==> src/rtl/onchip_mem_arbiter.sv <==
// Two-requester round-robin arbiter in front of a single-port on-chip RAM.
// Commands are granted combinationally; read responses are routed back through a tag pipeline.
module onchip_mem_arbiter #(
  parameter int ADDR_W     = 6,
  parameter int DATA_W     = 32,
  parameter int RD_LATENCY = 2
) (
  input  logic                clk,
  input  logic                reset_n,

  input  logic [ADDR_W-1:0]   m0_address,
  input  logic [DATA_W/8-1:0] m0_byteenable,
  input  logic                m0_read,
  input  logic                m0_write,
  input  logic [DATA_W-1:0]   m0_writedata,
  output logic                m0_waitrequest,
  output logic [DATA_W-1:0]   m0_readdata,
  output logic                m0_readdatavalid,

  input  logic [ADDR_W-1:0]   m1_address,
  input  logic [DATA_W/8-1:0] m1_byteenable,
  input  logic                m1_read,
  input  logic                m1_write,
  input  logic [DATA_W-1:0]   m1_writedata,
  output logic                m1_waitrequest,
  output logic [DATA_W-1:0]   m1_readdata,
  output logic                m1_readdatavalid,

  output logic [ADDR_W-1:0]   mem_address,
  output logic [DATA_W/8-1:0] mem_byteenable,
  output logic                mem_chipselect,
  output logic                mem_write,
  output logic [DATA_W-1:0]   mem_writedata,
  output logic                mem_clken,
  input  logic [DATA_W-1:0]   mem_readdata
);

  logic [1:0]            rst_sync_q;
  logic                  reset_n_sync_state;
  logic                  req0, req1;
  logic                  active0, active1;
  logic                  grant0, grant1;
  logic                  any_grant;
  logic                  rd_accept;
  logic                  last_grant;
  logic [RD_LATENCY-1:0] tag_valid;
  logic [RD_LATENCY-1:0] tag_id;

  // Reset asserts immediately but releases two clocks later, in step with clk.
  always_ff @(posedge clk or negedge reset_n) begin
    if (!reset_n) begin
      rst_sync_q <= '0;
    end else begin
      rst_sync_q <= {rst_sync_q[0], 1'b1};
    end
  end

  assign reset_n_sync_state = rst_sync_q[1];

  assign req0    = m0_read | m0_write;
  assign req1    = m1_read | m1_write;
  assign active0 = req0 & reset_n_sync_state;
  assign active1 = req1 & reset_n_sync_state;

  // Under contention the requester that did not win last time gets the memory.
  assign grant0    = active0 & (~active1 | last_grant);
  assign grant1    = active1 & (~active0 | ~last_grant);
  assign any_grant = grant0 | grant1;

  assign m0_waitrequest = ~reset_n_sync_state | (req0 & ~grant0);
  assign m1_waitrequest = ~reset_n_sync_state | (req1 & ~grant1);

  // A read with write also asserted is a write and never gets a response.
  assign rd_accept = (grant0 & m0_read & ~m0_write) | (grant1 & m1_read & ~m1_write);

  always_comb begin
    mem_address    = '0;
    mem_byteenable = '0;
    mem_writedata  = '0;
    mem_write      = 1'b0;
    if (grant0) begin
      mem_address    = m0_address;
      mem_byteenable = m0_byteenable;
      mem_writedata  = m0_writedata;
      mem_write      = m0_write;
    end else if (grant1) begin
      mem_address    = m1_address;
      mem_byteenable = m1_byteenable;
      mem_writedata  = m1_writedata;
      mem_write      = m1_write;
    end
  end

  assign mem_chipselect = any_grant;
  assign mem_clken      = 1'b1;

  always_ff @(posedge clk or negedge reset_n) begin
    if (!reset_n) begin
      last_grant <= 1'b1;
    end else if (any_grant) begin
      last_grant <= grant1;
    end
  end

  // Each stage carries {valid, requester id} for a read in flight through the RAM.
  always_ff @(posedge clk or negedge reset_n) begin
    if (!reset_n) begin
      tag_valid <= '0;
      tag_id    <= '0;
    end else begin
      tag_valid[0] <= rd_accept;
      tag_id[0]    <= grant1;
      for (int k = 1; k < RD_LATENCY; k++) begin
        tag_valid[k] <= tag_valid[k-1];
        tag_id[k]    <= tag_id[k-1];
      end
    end
  end

  assign m0_readdatavalid = tag_valid[RD_LATENCY-1] & ~tag_id[RD_LATENCY-1];
  assign m1_readdatavalid = tag_valid[RD_LATENCY-1] &  tag_id[RD_LATENCY-1];
  assign m0_readdata      = mem_readdata;
  assign m1_readdata      = mem_readdata;

endmodule

==> config.mk <==
export PLATFORM = sky130hd
export DESIGN_NAME = onchip_mem_arbiter
export DESIGN_NICKNAME = d
export VERILOG_FILES = /design/src/rtl/onchip_mem_arbiter.sv
export SDC_FILE = /design/constraint.sdc
export NUM_CORES = 1
export LEC_CHECK = 0
export ABC_AREA = 1
export CORE_ASPECT_RATIO = 1.5
export CORE_MARGIN = 3
export CORE_UTILIZATION = 22
export DETAILED_ROUTE_END_ITERATION = 16
export HOLD_SLACK_MARGIN = 0.12
export PLACE_DENSITY = 0.78
export SETUP_SLACK_MARGIN = 0.1
export SLEW_MARGIN = 20
export SYNTH_ARGS = -nofsm -noshare
export SYNTH_HDL_FRONTEND = slang
export SYNTH_SLANG_ARGS = --single-unit
export TNS_END_PERCENT = 30
==> constraint.sdc <==
create_clock -name clk -period 1.2 [get_ports clk]
set_input_delay 0.24 -clock clk [delete_from_list [all_inputs] [get_ports clk]]
set_output_delay 0.24 -clock clk [all_outputs]
set_load 0.01 [all_outputs]
==> impl_metrics.tcl <==
set metrics [dict create \
    status "finished, violations left" \
    violations "negative setup slack" \
    total_power_w 0.00209 \
    yosys.area.top_type "buf_4" \
    clockBufferDepth 2 \
    hp-class "in2async" \
    critPathRequiredTime_ns 0.96 \
    nets 459 \
    pwr-share-comb 0.718 \
    sw_frac_of_total 0.362 \
    clock_latency_ns 0.22 \
    num-fill-cells 758 \
    rrSetupSlack_ns -0.03 \
    rr_worst_depth 7 \
    async_reset_ff_frac 1.00 \
    via_per_inst 4.41 \
    clockPowerShare 0.154 \
    synth.distinct_cells 20 \
    track_usage 0.168 \
    first_pass_iters 4 \
    ys_seq_area_frac 0.107 \
    intPower_w 0.00133 \
    routed-via-count 1922 \
    synth_commonest_cells "79 x nand3_1, 69 x buf_4, 45 x nand2_1" \
    critPathLaunchType "flip-flop" \
    ys_seq_elements 7 \
    setup_viol 47 \
    critPathKind "reg2out" \
    cts.sinks 7 \
    worstPathMaxFanout 8 \
    worst_slack_ns -0.559 \
    period_needed_ns 1.76 \
    postLayoutCellArea_mm2 0.00300 \
    setup_tns_ns -22.65 \
    multi_input_area_um2 923 \
    die_h_um 112 \
    drc_errors 0 \
    endpoint_kind "output pin" \
    synth_edf_count 0 \
    p_leak_nw 1.42 \
    io_buffers 137 \
    htree_levels 1 \
    grt_pass1_vias 2008 \
    io_pins 235 \
    finalMaxSlewViolations 0 \
    cts_root_buffer "clkbuf_8" \
    rows 38 \
    fmax_mhz 569 \
    p_sw_w 0.000759 \
    tritoncts "yes" \
    antenna_found_initial 0 \
    post-route-period-util 1.47 \
    ir_drop_mv 0.612 \
    drt_wl_total_mm 7.64 \
    grt_overflow 0 \
    syn_inst 241 \
    dp_hpwl_mm 5.78 \
    areaGrowthSynthToFinish_pct 82.2 \
    skew_ns 0.00230 \
    syn_area_per_cell_um2 6.83 \
    grt_first_pass_wirelength_mm 11.1 \
    num_antenna_cells 0 \
    drive_gt1_frac 0.402 \
    wl_per_cell_um 17.5 \
    ant_nets 0 \
    synth.most_common_cell "nand3_1" \
    placed_cell_area_mm2 0.00275 \
    ys.flop_type "dfrtp_1" \
    yosys.area.top_type_share 0.315 \
    die_area_mm2 0.00857 \
    gp_routability_congestion 0.692 \
    netlist_area_mm2 0.00165 \
    crit-reg2reg-launch "last_grant$_DFFE_PN1P_" \
    cts_made_buffers 3 \
    core_area_mm2 0.00727 \
    detail_route.iter0.violations 51 \
    seq_power_share 0.129 \
    cts.clk_slew.worst_paths_ns 0.04 \
    initial_core_util 0.226 \
    die_w_um 76.6 \
    seqCellArea_um2 176 \
    cp-endpoint "mem_address[3]" \
    grt_max_degree 28 \
    worst_ep_arrival_time_ns 1.52 \
    crit_path_start "last_grant$_DFFE_PN1P_" \
    r2r_end "tag_valid[0]$_DFF_PN0_" \
    final-hold-violation-count 0 \
    power_density_mw_per_mm2 698 \
    maxCapViolations 0 \
    rsz0062_at_grt "yes" \
    fin_util 0.412 \
    synth_area_leaders "buf_4 31%, nand3_1 24%, nand2_1 10%" \
    ys_warn_count 0 \
]
worst min path at each step:
stage                     slack (ns)                      end               startpoint
final                           0.28   tag_valid[1]$_DFF_PN0_                  reset_n
after global routing            0.30   tag_valid[1]$_DFF_PN0_                  reset_n
after CTS                       0.28   tag_valid[1]$_DFF_PN0_                  reset_n
after detailed placement        0.34  rst_sync_q[1]$_DFF_PN0_  rst_sync_q[0]$_DFF_PN0_
after global placement          0.33   tag_valid[1]$_DFF_PN0_   tag_valid[0]$_DFF_PN0_
after floorplan                -0.06  rst_sync_q[0]$_DFF_PN0_                  reset_n
per-layer routing:
layer | track usage | routed length (um)
met1 | 0.149 | 2370
met2 | 0.305 | 3870
met3 | 0.0930 | 1060
met4 | 0.0762 | 339
met5 | 0 | 0
cells by family after synthesis:
kind of cell | count (synthesis) | synth area share
buf+inv | 86 | 0.414
flops | 7 | 0.107
other cells | 1 | 0.00228
mux | 1 | 0.00608
simple gates | 139 | 0.436
compound gates | 7 | 0.0350
worst max-delay path: stages (launching register included):
cell	delay [ns]
dfstp_2	0.53
inv_2	0.04
o21ai_4	0.06
buf_12	0.15
buf_6	0.11
buf_16	0.12
nand3_1	0.08
nand2_1	0.07
buf_2	0.13
power by group through the flow:
stage,Sequential (W),Combinational [W],Clock (W)
2_1_floorplan,0.000276,0.000759,0
3_3_place_gp,0.000271,0.00130,0
3_5_place_dp,0.000272,0.00131,0
4_1_cts,0.000270,0.00147,0.000338
5_1_grt,0.000271,0.00161,0.000358
6_report,0.000269,0.00150,0.000322
per-stage QoR:
| step | setup slack (ns) | hold slack [ns] | instances |
|---|---|---|---|
| final | -0.559 | 0.277 | 436 |
| after floorplan | -0.125 | -0.0556 | 242 |
| after CTS | -0.589 | 0.276 | 432 |
| after global routing | -0.616 | 0.305 | 436 |
| after detailed placement | -1.13 | 0.336 | 413 |
| after global placement | -1.08 | 0.332 | 413 |
state kept, by name, summed over array words and instances (netlist names):
| signal | cells |
|---|---|
| rst_sync_q | 2 |
| tag_valid | 2 |
| last_grant | 1 |
| tag_id | 2 |
cell type report:
cell class / count / share of cell area
sequential: 7 / 0.0588
clock buffer: 4 / 0.0150
tap: 100 / 0.0417
multi-input combinational: 149 / 0.308
timing repair buffer: 171 / 0.569
inverter: 5 / 0.00710
placed cells by master (no fill, tap or decap), types with 6 or more instances in the layout:
cell type	instances
buf_4	13
buf_2	30
dfrtp_1	6
nand2_2	16
nand3_1	64
buf_6	24
nand3_2	23
nand2_1	29
buf_12	8
clkdlybuf4s50_1	85
repair_timing:
action                                 CTS  global route
setup endpoints to repair               51            48
gates resized for setup                241            16
setup buffers                           12             4
endpoints found under the hold margin    0             0
hold buffers                             0             0
pin swaps                               15            13
cloned                                   3             0
No activity file was read; power rests on OpenSTA's default activity.
